[config.mk]
export PLATFORM = sky130hd
export DESIGN_NAME = rand_pos_gen_flat
export DESIGN_NICKNAME = d
export VERILOG_FILES = /design/src/rtl/snake_pkg.sv /design/src/rtl/rand_pos_gen_if.sv /design/src/rtl/lfsr_step.sv /design/src/rtl/rand_pos_gen.sv /design/src/flat_wrapper.sv
export SDC_FILE = /design/constraint.sdc
export NUM_CORES = 1
export LEC_CHECK = 0
export CAP_MARGIN = 0
export CORE_MARGIN = 5
export CORE_UTILIZATION = 45
export CTS_BUF_LIST = sky130_fd_sc_hd__clkbuf_2
export CTS_CLUSTER_DIAMETER = 50
export DETAILED_ROUTE_END_ITERATION = 16
export PLACE_DENSITY_LB_ADDON = 0.12
export SYNTH_ARGS = -nofsm -noshare
export SYNTH_HDL_FRONTEND = slang
export SYNTH_SLANG_ARGS = --single-unit
[constraint.sdc]
create_clock -name VGA_clk -period 2.4 [get_ports VGA_clk]
set_input_delay 0.24 -clock VGA_clk [delete_from_list [all_inputs] [get_ports VGA_clk]]
set_output_delay 0.24 -clock VGA_clk [all_outputs]
set_load 0.02 [all_outputs]
[src/rtl/snake_pkg.sv]
// Shared constants for the food-position generator: LFSR tap masks, default seeds,
// the generator FSM state type and an elaboration helper for range checking.
package snake_pkg;

  // Fibonacci taps, bit (e-1) set for each polynomial exponent e.
  localparam logic [15:0] LFSR_X_TAPS = 16'hB400;  // x^16 + x^14 + x^13 + x^11 + 1
  localparam logic [14:0] LFSR_Y_TAPS = 15'h6000;  // x^15 + x^14 + 1
  localparam logic [15:0] LFSR_X_SEED = 16'hACE1;
  localparam logic [14:0] LFSR_Y_SEED = 15'h1F35;

  typedef enum logic [1:0] {
    ST_IDLE  = 2'd0,
    ST_DRAW  = 2'd1,
    ST_CHECK = 2'd2
  } pos_state_t;

  // A single conditional subtraction folds raw into [0, span) only if span is in [2^(w-1), 2^w].
  function automatic bit span_ok(input int w, input int span);
    return (span >= (1 << (w - 1))) && (span <= (1 << w));
  endfunction

endpackage

[src/rtl/rand_pos_gen_if.sv]
// Request / collision-check / result bundle between the position generator and its user.
interface rand_pos_gen_if #(
  parameter int X_W = 10,
  parameter int Y_W = 9
) ();
  logic           req;
  logic           occupied;
  logic [X_W-1:0] cand_x;
  logic [Y_W-1:0] cand_y;
  logic           cand_vld;
  logic [X_W-1:0] randX;
  logic [Y_W-1:0] randY;
  logic           valid;
  logic           fail;
  logic           busy;

  modport master (
    output req, occupied,
    input  cand_x, cand_y, cand_vld, randX, randY, valid, fail, busy
  );

  modport slave (
    input  req, occupied,
    output cand_x, cand_y, cand_vld, randX, randY, valid, fail, busy
  );
endinterface

[src/rtl/lfsr_step.sv]
// Free-running Fibonacci LFSR with seed-on-reset and an optional parallel load.
// A zero load value would lock the register up, so it is replaced by the seed.
module lfsr_step #(
  parameter int           W     = 16,
  parameter logic [W-1:0] TAPS  = '1,
  parameter logic [W-1:0] SEED  = '1,
  parameter int           OUT_W = W
) (
  input  logic             clk,
  input  logic             srst,
  input  logic             load,
  input  logic [W-1:0]     load_val,
  output logic [OUT_W-1:0] q
);

  logic [W-1:0] state_reg;
  logic [W-1:0] state_next;
  logic         feedback;

  always_comb begin
    feedback   = ^(state_reg & TAPS);
    state_next = {state_reg[W-2:0], feedback};
    if (load) begin
      state_next = (load_val == '0) ? SEED : load_val;
    end
  end

  always_ff @(posedge clk) begin
    if (srst) begin
      state_reg <= SEED;
    end else begin
      state_reg <= state_next;
    end
  end

  assign q = state_reg[OUT_W-1:0];

endmodule

[src/rtl/rand_pos_gen.sv]
// Random on-screen position generator: draws LFSR candidates, retries on collision.
// Define RAND_POS_SEED_LOAD_EN to add seed_we/seed_x/seed_y for run-time reseeding.
module rand_pos_gen
  import snake_pkg::*;
#(
  parameter int          X_W       = 10,
  parameter int          Y_W       = 9,
  parameter int          X_MIN     = 0,
  parameter int          X_MAX     = 610,
  parameter int          Y_MIN     = 0,
  parameter int          Y_MAX     = 480,
  parameter int          MAX_TRIES = 8,
  parameter logic [15:0] SEED_X    = LFSR_X_SEED,
  parameter logic [14:0] SEED_Y    = LFSR_Y_SEED
) (
  input  logic        VGA_clk,
  input  logic        reset,
`ifdef RAND_POS_SEED_LOAD_EN
  input  logic        seed_we,
  input  logic [15:0] seed_x,
  input  logic [14:0] seed_y,
`endif
  rand_pos_gen_if.slave bus
);

  localparam int SPAN_X = X_MAX - X_MIN + 1;
  localparam int SPAN_Y = Y_MAX - Y_MIN + 1;
  localparam int TW     = $clog2(MAX_TRIES) + 1;

  localparam logic [X_W:0]   SPAN_X_V = (X_W + 1)'(SPAN_X);
  localparam logic [Y_W:0]   SPAN_Y_V = (Y_W + 1)'(SPAN_Y);
  localparam logic [X_W-1:0] X_MIN_V  = X_W'(X_MIN);
  localparam logic [Y_W-1:0] Y_MIN_V  = Y_W'(Y_MIN);
  localparam logic [TW-1:0]  LAST_TRY = TW'(MAX_TRIES - 1);

  if (!span_ok(X_W, SPAN_X) || X_W > 16 || X_MAX >= (1 << X_W)) begin : gen_bad_x_range
    $error("rand_pos_gen: X range does not fit a single-subtraction fold into X_W bits");
  end
  if (!span_ok(Y_W, SPAN_Y) || Y_W > 15 || Y_MAX >= (1 << Y_W)) begin : gen_bad_y_range
    $error("rand_pos_gen: Y range does not fit a single-subtraction fold into Y_W bits");
  end
  if (MAX_TRIES < 1) begin : gen_bad_tries
    $error("rand_pos_gen: MAX_TRIES must be at least 1");
  end

  logic        load_en;
  logic [15:0] load_x;
  logic [14:0] load_y;

`ifdef RAND_POS_SEED_LOAD_EN
  assign load_en = seed_we;
  assign load_x  = seed_x;
  assign load_y  = seed_y;
`else
  assign load_en = 1'b0;
  assign load_x  = '0;
  assign load_y  = '0;
`endif

  logic [X_W-1:0] lfsr_x_q;
  logic [Y_W-1:0] lfsr_y_q;

  lfsr_step #(.W(16), .TAPS(LFSR_X_TAPS), .SEED(SEED_X), .OUT_W(X_W)) u_lfsr_x (
    .clk(VGA_clk), .srst(reset), .load(load_en), .load_val(load_x), .q(lfsr_x_q)
  );

  lfsr_step #(.W(15), .TAPS(LFSR_Y_TAPS), .SEED(SEED_Y), .OUT_W(Y_W)) u_lfsr_y (
    .clk(VGA_clk), .srst(reset), .load(load_en), .load_val(load_y), .q(lfsr_y_q)
  );

  logic [X_W:0]   raw_x;
  logic [Y_W:0]   raw_y;
  logic [X_W-1:0] map_x;
  logic [Y_W-1:0] map_y;

  always_comb begin
    raw_x = {1'b0, lfsr_x_q};
    raw_y = {1'b0, lfsr_y_q};
    map_x = X_MIN_V + ((raw_x >= SPAN_X_V) ? X_W'(raw_x - SPAN_X_V) : lfsr_x_q);
    map_y = Y_MIN_V + ((raw_y >= SPAN_Y_V) ? Y_W'(raw_y - SPAN_Y_V) : lfsr_y_q);
  end

  pos_state_t     state_reg, state_next;
  logic [TW-1:0]  tries_reg, tries_next;
  logic [X_W-1:0] cand_x_reg, cand_x_next;
  logic [Y_W-1:0] cand_y_reg, cand_y_next;
  logic [X_W-1:0] rand_x_reg, rand_x_next;
  logic [Y_W-1:0] rand_y_reg, rand_y_next;
  logic           valid_reg, valid_next;
  logic           fail_reg, fail_next;

  always_comb begin
    state_next  = state_reg;
    tries_next  = tries_reg;
    cand_x_next = cand_x_reg;
    cand_y_next = cand_y_reg;
    rand_x_next = rand_x_reg;
    rand_y_next = rand_y_reg;
    valid_next  = 1'b0;
    fail_next   = 1'b0;
    unique case (state_reg)
      ST_IDLE: begin
        if (bus.req) begin
          state_next = ST_DRAW;
          tries_next = '0;
        end
      end
      ST_DRAW: begin
        cand_x_next = map_x;
        cand_y_next = map_y;
        state_next  = ST_CHECK;
      end
      ST_CHECK: begin
        if (!bus.occupied) begin
          rand_x_next = cand_x_reg;
          rand_y_next = cand_y_reg;
          valid_next  = 1'b1;
          state_next  = ST_IDLE;
        end else if (tries_reg == LAST_TRY) begin
          fail_next  = 1'b1;
          state_next = ST_IDLE;
        end else begin
          tries_next = tries_reg + TW'(1);
          state_next = ST_DRAW;
        end
      end
      default: state_next = ST_IDLE;
    endcase
  end

  always_ff @(posedge VGA_clk) begin
    if (reset) begin
      state_reg  <= ST_IDLE;
      tries_reg  <= '0;
      cand_x_reg <= '0;
      cand_y_reg <= '0;
      rand_x_reg <= X_MIN_V;
      rand_y_reg <= Y_MIN_V;
      valid_reg  <= 1'b0;
      fail_reg   <= 1'b0;
    end else begin
      state_reg  <= state_next;
      tries_reg  <= tries_next;
      cand_x_reg <= cand_x_next;
      cand_y_reg <= cand_y_next;
      rand_x_reg <= rand_x_next;
      rand_y_reg <= rand_y_next;
      valid_reg  <= valid_next;
      fail_reg   <= fail_next;
    end
  end

  assign bus.cand_x   = cand_x_reg;
  assign bus.cand_y   = cand_y_reg;
  assign bus.cand_vld = (state_reg == ST_CHECK);
  assign bus.randX    = rand_x_reg;
  assign bus.randY    = rand_y_reg;
  assign bus.valid    = valid_reg;
  assign bus.fail     = fail_reg;
  assign bus.busy     = (state_reg != ST_IDLE);

endmodule

[src/flat_wrapper.sv]
// flat-port wrapper written by rule: the top's interface ports become plain ports
module rand_pos_gen_flat import snake_pkg::*;
#(
  parameter int          X_W       = 10,
  parameter int          Y_W       = 9,
  parameter int          X_MIN     = 0,
  parameter int          X_MAX     = 610,
  parameter int          Y_MIN     = 0,
  parameter int          Y_MAX     = 480,
  parameter int          MAX_TRIES = 8,
  parameter logic [15:0] SEED_X    = LFSR_X_SEED,
  parameter logic [14:0] SEED_Y    = LFSR_Y_SEED
)
  (VGA_clk, reset, bus_req, bus_occupied, bus_cand_x, bus_cand_y, bus_cand_vld, bus_randX, bus_randY, bus_valid, bus_fail, bus_busy);
  rand_pos_gen_if #(.X_W(X_W), .Y_W(Y_W)) bus_i ();
  input  logic VGA_clk;
  input  logic reset;
  input wire logic [$bits(bus_i.req)-1:0] bus_req;
  input wire logic [$bits(bus_i.occupied)-1:0] bus_occupied;
  output wire logic [$bits(bus_i.cand_x)-1:0] bus_cand_x;
  output wire logic [$bits(bus_i.cand_y)-1:0] bus_cand_y;
  output wire logic [$bits(bus_i.cand_vld)-1:0] bus_cand_vld;
  output wire logic [$bits(bus_i.randX)-1:0] bus_randX;
  output wire logic [$bits(bus_i.randY)-1:0] bus_randY;
  output wire logic [$bits(bus_i.valid)-1:0] bus_valid;
  output wire logic [$bits(bus_i.fail)-1:0] bus_fail;
  output wire logic [$bits(bus_i.busy)-1:0] bus_busy;
  assign bus_i.req = bus_req;
  assign bus_i.occupied = bus_occupied;
  assign bus_cand_x = bus_i.cand_x;
  assign bus_cand_y = bus_i.cand_y;
  assign bus_cand_vld = bus_i.cand_vld;
  assign bus_randX = bus_i.randX;
  assign bus_randY = bus_i.randY;
  assign bus_valid = bus_i.valid;
  assign bus_fail = bus_i.fail;
  assign bus_busy = bus_i.busy;
  rand_pos_gen #(.X_W(X_W), .Y_W(Y_W), .X_MIN(X_MIN), .X_MAX(X_MAX), .Y_MIN(Y_MIN), .Y_MAX(Y_MAX), .MAX_TRIES(MAX_TRIES), .SEED_X(SEED_X), .SEED_Y(SEED_Y)) u_core (.VGA_clk(VGA_clk), .reset(reset), .bus(bus_i));
endmodule
==> results.toml, run 1 <==
[outcome]
status = "completed"

[synth]
synth_top_area_share = 0.528
syn_inst = 318
synth_seq_area_share = 0.528
synth-simple-area-share = 0.241
synth_area_leader_cell = "dfxtp_1"
synth_xor_area_frac = 0.0180
synth_top_family_by_area = "simple AND/OR/NAND/NOR gates"
ys_top_cells_by_count = "dfxtp_1 (77), nand2_1 (48), a21oi_1 (28)"
synth_adder_area_share = 0.0171
synth.area.mux_share = 0.00728
synth_edf_count = 0
syn_area_mm2 = 0.00292
synth.most_common_cell = "dfxtp_1"
syn_area_per_cell_um2 = 9.19
synth_warnings = 0
synth_nets = 326
synthFlopType = "dfxtp_1"
synthTopCellsByArea = "dfxtp_1 (53%), nand2_1 (6.2%), a21oi_1 (4.8%)"
synth_seq_cells = 77
ys_types = 48
synth_compound_area_frac = 0.153
async_flop_share = 0

[power_and_ir_drop]
power_density_mw_per_mm2 = 660
p_leak_nw = 1.27
vdd_ir_drop_max_v = 0.000352

[floorplan]
core_area_mm2 = 0.00635
die_area_mm2 = 0.00820
die_height_um = 90.6
die_x_um = 90.6
io_pins = 46
start_util = 0.460
num_rows = 29

[clocking]
clkSlewWorstSetupHoldPaths_ps = 190
hold_buffers = 0
clock-root-buffer = "clkbuf_2"
clock_sinks = 77
cts-resized-gates = 0
cts_tree = "done"
cts_buffer_depth = 2
htreeDepth = 3
post_cts_buffers = 0
cts_buffers = 9
insertion_delay_ps = 480

[cells_and_area]
final_util = 0.553
multi_input_area_mm2 = 0.00128
post-route-cell-area_mm2 = 0.00351
final.fill_count = 598
largest_register_ffs = 16
drive_gt1_frac = 0.135
antenna_cells = 0
fin_nets = 368
syn_to_final_growth_pct = 20.2
seq_area_mm2 = 0.00154

[placed_design]
dp_hpwl_mm = 3.94
place_ws_ps = 573
portBuffers = 45
dpl_cell_area_mm2 = 0.00342
gp_routability_congestion = 0.888

[critical_path]
crit_start = "u_core.state_reg[1]$_SDFFE_PP0N_"
end_kind = "primary output"
r2r_start = "u_core.u_lfsr_x.state_reg[0]$_SDFF_PP1_"
crit_type = "reg2out"
crit_arrival_ps = 1860
required_ps = 2160
worst-path-max-fanout = 8
critPathLaunchType = "flop"

[timing]
relSlewSlack = 0.560
min_period_ps = 2100
hold_viol_final = 0
tns_ps = 0
setup_viol = 0
rsz0062_at_grt = "false"
slew_violations = 0
clock.fmax_ghz = 0.477
timing.final.crit_share = 0.874
skew_ps = 20.7
worst_pin_slew_ps = 660
setup_ws_ps = 303

[route]
drtAntennaViolNets = 0
drc_errors = 0
firstDrtPassIters = 4
vias = 2236
drt_iter0_markers = 97
wire_per_inst_um = 12.8
post_drt_via_cell_ratio = 5.08
routed_wl_mm = 5.62

[flow_run]
maxCapViolations = 0

[global_routing]
grt_pass1_vias = 2027
grt_usage = 0.142
grt_start_max_net_pins = 41
grt_overflow = 0
antenna_found_initial = 0
grt_pass1_wl_mm = 9.66

[min_path]
min_path_type = "in2reg"
min-delay-start = "reset"
worst max-delay path, cell delays in order (launching register included):
cell	delay, ps
dfxtp_1	520
nand2b_1	180
inv_1	80
clkdlybuf4s50_1	600
cell families (layout without fill, tap and decap cells):
group | after synthesis | after routing
compound gates | 65 | 65
xor+xnor | 6 | 6
fa+ha+maj | 4 | 4
buf+inv | 25 | 70
flops | 77 | 77
mux | 2 | 2
simple gates | 139 | 139
metrics by stage:
stage               power (mW)  std cells  hold slack, ps
floorplan                 1.62        318             324
global placement          1.71        426             392
detailed placement        1.72        426             394
CTS                       2.35        440             224
global route              2.46        440             242
finish                    2.32        440             272
where the power goes:
| part | switching [mW] | total [mW] | internal, mW | leakage [nW] |
|---|---|---|---|---|
| Sequential | 0.0584 | 1.40 | 1.34 | 0.632 |
| Combinational | 0.156 | 0.290 | 0.134 | 0.568 |
| Clock | 0.396 | 0.630 | 0.234 | 0.0653 |
| Total | 0.610 | 2.32 | 1.71 | 1.27 |
final cells by class:
cell class | instances | share of cell area
timing repair buffer | 49 | 0.135
clock inverter | 3 | 0.0110
inverter | 7 | 0.00748
sequential | 77 | 0.439
tap | 77 | 0.0274
multi-input combinational | 216 | 0.364
clock buffer | 11 | 0.0157
placed cells by master, fill, tap and decap left out, types with 2 or more instances in the layout:
master	instances
a211oi_1	6
a21oi_1	28
a311oi_1	4
a311oi_2	3
a31o_2	2
a31oi_1	2
and4_1	2
buf_4	4
clkbuf_2	11
clkdlybuf4s50_1	44
dfxtp_1	77
ha_1	4
inv_1	7
nand2_1	48
nand2b_1	4
nand3_1	8
nand3b_1	2
nor2_1	21
nor2_2	2
nor2b_1	13
nor3_1	4
nor3b_1	2
o211ai_1	2
o21a_1	2
o21ai_0	2
o21ai_1	5
o31ai_1	3
or2_2	17
or3_1	7
or4_1	2
xnor2_1	4
xor2_1	2
per-layer routing:
metal | vias up | GRT usage | share of wire
met5 | - | 0 | 0
met4 | 0 | 0.0707 | 0.019
met3 | 11 | 0.0392 | 0.062
met2 | 54 | 0.191 | 0.38
met1 | 992 | 0.206 | 0.54
li1 | 1179 | - | -
final timing paths:
kind                                         endpoint  slack (ps)  cells past startpoint
max                                      bus_cand_vld         300                      3
min           u_core.u_lfsr_y.state_reg[1]$_SDFF_PP0_         270                      2
max reg2reg         u_core.bus.cand_x[3]$_SDFFE_PP0N_         560                      5
min reg2reg  u_core.u_lfsr_x.state_reg[15]$_SDFF_PP1_         430                      1
(Power assumes the default switching activity.)
==> inputs of run 2 (changes only) <==
ABC_AREA = 1   (was default)
SKIP_CTS_REPAIR_TIMING = 1   (was default)
==> results.toml, run 2 <==
[synth]
synthTopCellsByArea = "dfxtp_1 (48%), nand2_1 (11%), nand3_1 (8.3%)"
synth_area_leader_cell = "dfxtp_1"
synth.most_common_cell = "nand2_1"
syn_area_mm2 = 0.00321
synth_seq_area_share = 0.481
synth_top_area_share = 0.481
synth_seq_cells = 77
ys_top_cells_by_count = "nand2_1 (95), dfxtp_1 (77), nand3_1 (53)"
synth_nets = 436
synth_warnings = 0
syn_inst = 428
ys_types = 25
async_flop_share = 0
syn_area_per_cell_um2 = 7.49
synthFlopType = "dfxtp_1"
synth_edf_count = 0

[cells_and_area]
fin_nets = 476
syn_to_final_growth_pct = 19.0
drive_gt1_frac = 0.108
final_common_cell = "nand2_1"
final.fill_count = 701
final_cell_mix = "nand2_1 (95), dfxtp_1 (77), nand3_1 (53)"
layoutNonFillerInstCount = 569
largest_register_ffs = 16
antenna_cells = 0

[power_and_ir_drop]
power_density_mw_per_mm2 = 643
p_leak_nw = 1.66
power_frac_seq = 0.573
comb_power_share = 0.143
p_total_mw = 2.45
clkPwrFrac = 0.284
p_switching_mw = 0.727
p_int_mw = 1.73
vdd_ir_drop_max_v = 0.000306
switching_share = 0.296

[critical_path]
worst-path-max-fanout = 14
worstPathCellList = "nand2_1, inv_2, clkdlybuf4s50_1"
end_kind = "primary output"
crit_arrival_ps = 1940
crit_start = "u_core.state_reg[1]$_SDFFE_PP0N_"
slowest_stage = "clkdlybuf4s50_1"
required_ps = 2160
crit_type = "reg2out"
r2r_start = "u_core.state_reg[1]$_SDFFE_PP0N_"
cpPeakStageDelay_ps = 660
r2r_setup_slack_ps = 810
critPathLaunchType = "flop"

[route]
drc_errors = 0
drtAntennaViolNets = 0
vias = 2702
wire_per_inst_um = 11.7
drt_iter0_markers = 136
post_drt_via_cell_ratio = 4.75
firstDrtPassIters = 4
routed_wl_mm = 6.64

[clocking]
clkSlewWorstSetupHoldPaths_ps = 220
cts_tree = "done"
cts_buffers = 9
htreeDepth = 3
clock-root-buffer = "clkbuf_2"
cts_buffer_depth = 2
insertion_delay_ps = 520
clock_sinks = 77

[placed_design]
gp_routability_congestion = 0.798
dp_hpwl_mm = 4.59
portBuffers = 45
placed_cells = 553

[floorplan]
die_height_um = 94.4
die_x_um = 94.4
die_area_mm2 = 0.00891
core_area_mm2 = 0.00687
io_pins = 46
start_util = 0.467
num_rows = 30

[timing]
slew_violations = 0
tns_ps = 0
skew_ps = 26.5
worst_pin_slew_ps = 616
setup_viol = 0
timing.final.crit_share = 0.908
clock.fmax_ghz = 0.459
relSlewSlack = 0.589
min_period_ps = 2180
hold_viol_final = 0
rsz0062_at_grt = "false"

[global_routing]
antenna_found_initial = 0
grt_overflow = 0
grt_pass1_wl_mm = 11.6
grt_pass1_vias = 2505
grt_usage = 0.162
grt_start_max_net_pins = 39

[min_path]
min_path_type = "in2reg"
min-delay-start = "reset"

[outcome]
status = "completed"

[flow_run]
maxCapViolations = 0
## run 2: cell count changes in the layout (fill, tap and decap cells not counted), sizes merged, moves of 9 or more
| cell | delta |
|---|---|
| inv | +43 |
| nand3 | +50 |
| or2 | -9 |
| nand2 | +54 |
| nor2 | +31 |
| nor2b | -13 |
## run 2: path summary, 6_finish.rpt
check | end | cells after the start
setup / recovery | bus_cand_vld | 3
hold / removal | u_core.u_lfsr_y.state_reg[14]$_SDFF_PP0_ | 2
setup reg to reg | u_core.bus.randX[9]$_SDFFE_PP0P_ | 5
hold reg to reg | u_core.u_lfsr_y.state_reg[13]$_SDFF_PP0_ | 2
## run 2: layout make-up
type	count	area [um2]	share of cell area
Clock buffer	10	50.0	0.0131
Clock inverter	6	63.8	0.0167
Inverter	50	188	0.0492
Multi-Input combinational cell	281	1380	0.361
Sequential cell	77	1540	0.404
Tap cell	96	120	0.0315
Timing Repair Buffer	49	475	0.125
## run 2: layer usage
metal,global-route usage,share of wire
met5,0,0
met4,0.0602,0.015
met3,0.0390,0.037
met2,0.244,0.44
met1,0.225,0.51
## run 2: worst max-delay path, delay by kind of cell, from the launching register on
kind	cells	cell delay (ps)
buffers and inverters	2	880
DFF	1	420
and+or+nand+nor	1	120
## run 2: power groups by stage
stage               clock network, mW  logic [mW]  registers [mW]
finish                          0.698       0.351            1.41
global route                    0.780       0.397            1.42
CTS                             0.718       0.354            1.41
detailed placement                  0       0.352            1.43
global placement                    0       0.348            1.43
floorplan                           0       0.224            1.45
## run 2: cells by family after synthesis
logic type,Yosys count,synth area share
AND/OR/NAND/NOR,225,0.323
flip-flops,77,0.481
buffers and inverters,70,0.0901
AO/OA/AOI/OAI,46,0.0741
XOR/XNOR,6,0.0164
adder cells (fa/ha/maj),4,0.0156
## run 2: metrics by stage
stage | setup WS (ps) | instance area [um2] | hold WS, ps | utilization
global route | 106 | 3820 | 174 | 0.556
CTS | 187 | 3820 | 172 | 0.556
detailed placement | 582 | 3700 | 399 | 0.539
floorplan | 1140 | 3210 | 386 | -
global placement | 612 | 3700 | 391 | 0.539
finish | 222 | 3820 | 193 | 0.556
